## src/rtl/prio_encode_stream_pkg.sv

```systemverilog
// rtl/prio_encode_stream_pkg.sv - shared widths and state type for the serializing priority encoder
package prio_enc_pkg;
  localparam int N  = 8;
  localparam int CW = $clog2(N);

  typedef enum logic [0:0] {
    IDLE = 1'b0,
    EMIT = 1'b1
  } state_t;
endpackage

```

## src/rtl/prio_encode_stream_if.sv

```systemverilog
// rtl/prio_encode_stream_if.sv - request-in / code-out handshake bundle
interface prio_encode_stream_if;
  import prio_enc_pkg::*;

  logic          in_valid;
  logic          in_ready;
  logic [N-1:0]  in_vec;
  logic          out_valid;
  logic          out_ready;
  logic [CW-1:0] out_code;
  logic          out_last;
  logic          zero_drop;

  // Encoder side
  modport slave (
    input  in_valid, in_vec, out_ready,
    output in_ready, out_valid, out_code, out_last, zero_drop
  );

  // Producer/consumer side
  modport master (
    output in_valid, in_vec, out_ready,
    input  in_ready, out_valid, out_code, out_last, zero_drop
  );
endinterface

```

## src/rtl/prio_encode_stream_lsb_prio_find.sv

```systemverilog
// rtl/prio_encode_stream_lsb_prio_find.sv - lowest-set-bit index and single-bit flag
module lsb_prio_find
  import prio_enc_pkg::*;
(
  input  logic [N-1:0]  vec,
  output logic [CW-1:0] idx,
  output logic          single
);

  // Scan from the top so the lowest set bit is the last one written
  always_comb begin
    idx = '0;
    for (int i = N - 1; i >= 0; i--) begin
      if (vec[i]) idx = CW'(i);
    end
  end

  // Exactly one bit set: nonzero and clearing the lowest bit leaves nothing
  always_comb begin
    single = (vec != '0) && ((vec & (vec - N'(1))) == '0);
  end

endmodule

```

## src/rtl/prio_encode_stream.sv

```systemverilog
// rtl/prio_encode_stream.sv - serializing 8:3 priority encoder, LSB first
module prio_encode_stream
  import prio_enc_pkg::*;
(
  input  logic                 clk,
  input  logic                 rst_n,
  prio_encode_stream_if.slave  bus
);

  localparam logic [N-1:0] ONE = N'(1);

  state_t        state_q, state_d;
  logic [N-1:0]  pend_q, pend_d;
  logic          zero_drop_q, zero_drop_d;
  logic [CW-1:0] lsb_idx;
  logic          lsb_single;

  lsb_prio_find u_find (
    .vec    (pend_q),
    .idx    (lsb_idx),
    .single (lsb_single)
  );

  // Outputs decode registered state only; rst_n gating on in_ready is the one exception
  assign bus.in_ready  = (state_q == IDLE) && rst_n;
  assign bus.out_valid = (state_q == EMIT);
  assign bus.out_code  = (state_q == EMIT) ? lsb_idx : '0;
  assign bus.out_last  = (state_q == EMIT) && lsb_single;
  assign bus.zero_drop = zero_drop_q;

  // Next-state: load a nonzero vector, drop an empty one, peel one bit per taken beat
  always_comb begin
    state_d     = state_q;
    pend_d      = pend_q;
    zero_drop_d = 1'b0;
    case (state_q)
      IDLE: begin
        if (bus.in_valid) begin
          if (bus.in_vec != '0) begin
            pend_d  = bus.in_vec;
            state_d = EMIT;
          end else begin
            zero_drop_d = 1'b1;
          end
        end
      end
      EMIT: begin
        if (bus.out_ready) begin
          pend_d = pend_q & ~(ONE << lsb_idx);
          if (lsb_single) state_d = IDLE;
        end
      end
      default: begin
        state_d = IDLE;
        pend_d  = '0;
      end
    endcase
  end

  // State registers; reset discards any pending bits
  always_ff @(posedge clk) begin
    if (!rst_n) begin
      state_q     <= IDLE;
      pend_q      <= '0;
      zero_drop_q <= 1'b0;
    end else begin
      state_q     <= state_d;
      pend_q      <= pend_d;
      zero_drop_q <= zero_drop_d;
    end
  end

endmodule
```

## src/flat_wrapper.sv

```systemverilog
// flat-port wrapper written by rule: the top's interface ports become plain ports
module prio_encode_stream_flat import prio_enc_pkg::*;
  (clk, rst_n, bus_in_valid, bus_in_vec, bus_out_ready, bus_in_ready, bus_out_valid, bus_out_code, bus_out_last, bus_zero_drop);
  prio_encode_stream_if bus_i ();
  input  logic clk;
  input  logic rst_n;
  input wire logic [$bits(bus_i.in_valid)-1:0] bus_in_valid;
  input wire logic [$bits(bus_i.in_vec)-1:0] bus_in_vec;
  input wire logic [$bits(bus_i.out_ready)-1:0] bus_out_ready;
  output wire logic [$bits(bus_i.in_ready)-1:0] bus_in_ready;
  output wire logic [$bits(bus_i.out_valid)-1:0] bus_out_valid;
  output wire logic [$bits(bus_i.out_code)-1:0] bus_out_code;
  output wire logic [$bits(bus_i.out_last)-1:0] bus_out_last;
  output wire logic [$bits(bus_i.zero_drop)-1:0] bus_zero_drop;
  assign bus_i.in_valid = bus_in_valid;
  assign bus_i.in_vec = bus_in_vec;
  assign bus_i.out_ready = bus_out_ready;
  assign bus_in_ready = bus_i.in_ready;
  assign bus_out_valid = bus_i.out_valid;
  assign bus_out_code = bus_i.out_code;
  assign bus_out_last = bus_i.out_last;
  assign bus_zero_drop = bus_i.zero_drop;
  prio_encode_stream u_core (.clk(clk), .rst_n(rst_n), .bus(bus_i));
endmodule
```

## config.mk

```make
export PLATFORM = sky130hd
export DESIGN_NAME = prio_encode_stream_flat
export DESIGN_NICKNAME = d
export VERILOG_FILES = /design/src/rtl/prio_encode_stream_pkg.sv /design/src/rtl/prio_encode_stream_if.sv /design/src/rtl/prio_encode_stream_lsb_prio_find.sv /design/src/rtl/prio_encode_stream.sv /design/src/flat_wrapper.sv
export SDC_FILE = /design/constraint.sdc
export NUM_CORES = 1
export LEC_CHECK = 0
export ABC_AREA = 1
export BUFFER_PORTS_ARGS = -buffer_cell sky130_fd_sc_hd__buf_2
export CORE_ASPECT_RATIO = 0.75
export CORE_MARGIN = 3
export CORE_UTILIZATION = 33
export CTS_CLUSTER_SIZE = 20
export DETAILED_ROUTE_END_ITERATION = 7
export PLACE_DENSITY_LB_ADDON = 0.05
export SLEW_MARGIN = 20
export SYNTH_ARGS = -nofsm -noshare
export SYNTH_HDL_FRONTEND = slang
export SYNTH_SLANG_ARGS = --single-unit
```

## constraint.sdc

```tcl
create_clock -name clk -period 1 [get_ports clk]
set_input_delay 0.05 -clock clk [delete_from_list [all_inputs] [get_ports clk]]
set_output_delay 0.05 -clock clk [all_outputs]
set_load 0.05 [all_outputs]
```

==> summary.txt <==
Detailed routing
  • Number of remaining DRC errors: 0
  • DRT iter0 DRCs: 44
  • Per-cell via count in the routed design: between 4 and 5
  • Total detailed-routing wirelength: 2650 microns
  • Number of antenna-violating nets in the routed design: 0
  • DR WL/cell: about 13 microns
  • DR vias: 1000
  • Count of TritonRoute iterations in the first routing pass: 5

Setup path
  • End point of the critical path: bus_out_last
  • Most prevalent standard cell on the critical path: sky130_fd_sc_hd__nor2_4
  • Crit path capture type: output port
  • Reg2Reg Capture Point: u_core.bus.out_valid
  • Worst Path Max Fanout: 6
  • Highest-delay cell along the critical path: sky130_fd_sc_hd__dfxtp_4
  • Crit path DAT: 1.51 ns
  • Setup crit start kind: register
  • Worst setup slack for register-to-register paths: -0.53 ns
  • Buffer and inverter count on the worst path: 1
  • Startpoint of the lowest-slack register-to-register path: u_core.pend_q[1]
  • Cells traversed along the worst timing path: nor2_4 -> nand3_2 -> a21oi_2 -> nand3_4 -> nor2_4 -> buf_8
  • Logic depth of the worst register-to-register path: 9
  • Beginning of the critical path: u_core.pend_q[1]
  • Maximum single-stage delay on the critical path: 0.36 ns
  • Path length in cells of the critical path: 6
  • Classification of the worst setup path: register to output port
  • Critical Path RT: 0.95 ns
  • Cell family with most CP delay: simple AND/OR/NAND/NOR gates

Global route
  • Total congestion overflow: 0
  • GR met3 Demand/Resource: 0.0357
  • Met1 track utilization from global routing: 0.277
  • Wire length of the first global-routing pass: 3800 microns
  • GR Layer Usage met2: 0.247
  • Via count of the first global-routing pass: 820
  • Busiest layer in global routing: met1
  • Number of antenna violations at the first check in global routing: 0
  • Total GRT Usage: 0.182
  • Largest net degree at the start of global routing: 11

Floorplan
  • Rows: 14
  • Floorplan die height: 46.9 microns
  • Width of the die: 60.6 microns
  • Number of placed I/O pins: 19
  • Effective utilization at floorplan: 0.357
  • Die outline area: 0.00284 sq mm
  • Total core area: between 0.002 and 0.0025 sq mm

Clock network
  • Clock latency at the later pin of the worst-skew pair: 0.27 ns
  • Hold-fix buffer count after cts: 0
  • Number of buffers added by the clock tree synthesis step: 3
  • Maximum count of clock buffers along a single path: 2
  • Post-CTS clock slew at the launch and capture registers of the worst setup and hold paths: around 0.08 ns
  • CTS root buf: sky130_fd_sc_hd__clkbuf_4
  • CTS tree: built
  • # clock sinks: 10
  • Clock H-tree levels: 1

Finish
  • Diode count: 0
  • Proportion of layout cells with a drive suffix above 1: 0.616
  • Final net count: 190
  • Synth-to-layout area growth: 95.6%
  • Final cell count without fillers: between 200 and 250

Power and ir drop
  • Max VDD drop: 0.552 mV
  • Leakage Power: 0.662 nW
  • Cell Pwr Density: 1220 mW/mm^2
  • Overall power: 1.75 mW

Synthesis
  • Area share of the leading cell type in the synthesized netlist: 0.272
  • Fraction of registers with async set/reset: 0
  • Cell types with the largest area share after synthesis: sky130_fd_sc_hd__dfxtp_1 27%, sky130_fd_sc_hd__nand3_1 15%, sky130_fd_sc_hd__nand2_1 14%
  • Warning count from the yosys run: 0
  • Number of flip-flops and latches in the synthesized netlist: 10
  • Count of cell types in the netlist: 19
  • Syn nets: 135
  • Mean area per synthesized cell: 5.99 sq um
  • Library cell occupying the most area in the post-synthesis netlist: sky130_fd_sc_hd__dfxtp_1
  • Number of flops mapped to enable cells by yosys: 0
  • Most instantiated flip-flop cell in the synthesis netlist: sky130_fd_sc_hd__dfxtp_1
  • Cells after Synth: 123
  • Most common cell in the netlist: sky130_fd_sc_hd__nand2_1
  • Sequential cell area fraction in the yosys report: 0.272
  • Post-synthesis instance area: ~740 sq um
  • Leading post-synthesis cells by instance count: 27 x sky130_fd_sc_hd__nand2_1, 22 x sky130_fd_sc_hd__nand3_1, 14 x sky130_fd_sc_hd__inv_1, 13 x sky130_fd_sc_hd__a21oi_1, 10 x sky130_fd_sc_hd__dfxtp_1

Placed design
  • Dpl cells: 186
  • Number of buffers added on ports: 18
  • Routability congestion estimate from global placement: roughly 0.8
  • Post-DP HPWL: 1760 microns
  • Pre-CTS setup slack: -0.324 ns

Timing
  • Timing-limited maximum frequency: 639 MHz
  • Final setup violating endpoints: 14
  • Final-report hold violation count: 0
  • Slew at the pin with the worst max-slew slack: 0.227 ns
  • Max-slew headroom at the worst pin: 0.847
  • Count of final max-slew check failures: 0
  • Share of the cycle needed by the critical path after routing: 1.56
  • Worst setup slack after layout: -0.564 ns
  • Unrepaired setup endpoints after global routing: true
  • Total negative slack: -3.58 ns
  • Min Clock Period, post-route: between 1.5 and 2 ns
  • Skew final: slightly above 0.005 ns

Status
  • Failing checks: setup timing
  • Status: complete, but fails checks

Flow run
  • # Max-Cap Violations: 0

Min path
  • Hold Path Class: input pin to register
==> cells in the final DEF (no fill, tap or decap), drive strengths merged <==
cell type / synthesis / routed
nand4: 3 / 3
a21oi: 13 / 13
nor4: 1 / 1
buf: 2 / 51
clkbuf: 0 / 5
inv: 18 / 18
nor2: 13 / 13
or2: 1 / 1
o21ai: 7 / 7
nand2: 30 / 30
clkinv: 1 / 1
a211oi: 1 / 1
dfxtp: 10 / 10
nand3: 23 / 23
==> state kept, by name, summed over array words and instances (netlist names) <==
register	count
u_core.bus.zero_drop	1
u_core.bus.out_valid	1
u_core.pend_q	8
==> report_power, final <==
part	total [mW]	leakage [nW]	switching [mW]	internal, mW
logic	0.987	0.560	0.509	0.478
clock network	0.307	0.0150	0.153	0.154
registers	0.461	0.0870	0.0340	0.427
total	1.75	0.662	0.696	1.06
==> worst min-delay path by stage <==
stage	from	endpoint	cells past startpoint
floorplan	rst_n	u_core.bus.out_valid	2
global placement	rst_n	u_core.bus.out_valid	3
detailed placement	rst_n	u_core.bus.out_valid	3
CTS	rst_n	u_core.bus.out_valid	3
global route	rst_n	u_core.bus.out_valid	3
finish	rst_n	u_core.bus.out_valid	3
==> worst reg2reg max path, cell delays in order, from the launching register on <==
cell and delay, ns:
sky130_fd_sc_hd__dfxtp_4 0.36, sky130_fd_sc_hd__nor2_4 0.20, sky130_fd_sc_hd__nand3_2 0.14, sky130_fd_sc_hd__a21oi_2 0.19, sky130_fd_sc_hd__nand3_4 0.10, sky130_fd_sc_hd__buf_4 0.14
sky130_fd_sc_hd__buf_6 0.10, sky130_fd_sc_hd__buf_6 0.10, sky130_fd_sc_hd__nor2_2 0.07, sky130_fd_sc_hd__nor2_1 0.04
==> logic make-up after synthesis <==
| kind of cell | Yosys count | share of synthesized area |
|---|---|---|
| simple gates | 71 | 0.472 |
| compound gates | 21 | 0.146 |
| buf+inv | 21 | 0.110 |
| flops | 10 | 0.272 |
==> final cells by class <==
class	count	area, sq um
clock buffer	4	26.3
fill	181	626
inverter	19	78.8
multi-input combinational	92	617
sequential	10	224
tap	24	30.0
timing repair buffer	52	465
==> layer usage <==
layer | up-vias | wire, microns
met2 | 33 | 1140
met4 | 0 | 13
met5 | - | 0
met1 | 452 | 1340
met3 | 2 | 154
li1 | 513 | -
==> metrics by stage <==
stage | area [sq um] | utilization | hold slack (ns)
2_1_floorplan | 837 | - | 0.185
3_3_place_gp | 1120 | 0.542 | 0.317
3_5_place_dp | 1120 | 0.542 | 0.315
4_1_cts | 1270 | 0.614 | 0.0245
5_1_grt | 1440 | 0.697 | 0.0330
6_report | 1440 | 0.697 | 0.0341
==> timing repair <==
item / 4_1_cts / 5_1_grt
buffers inserted: 3 / 9
pin swaps: 14 / 17
cloned: 0 / 1
resized for setup: 33 / 27
setup endpoints to repair: 13 / 14
No activity file was read; power rests on OpenSTA's default activity.
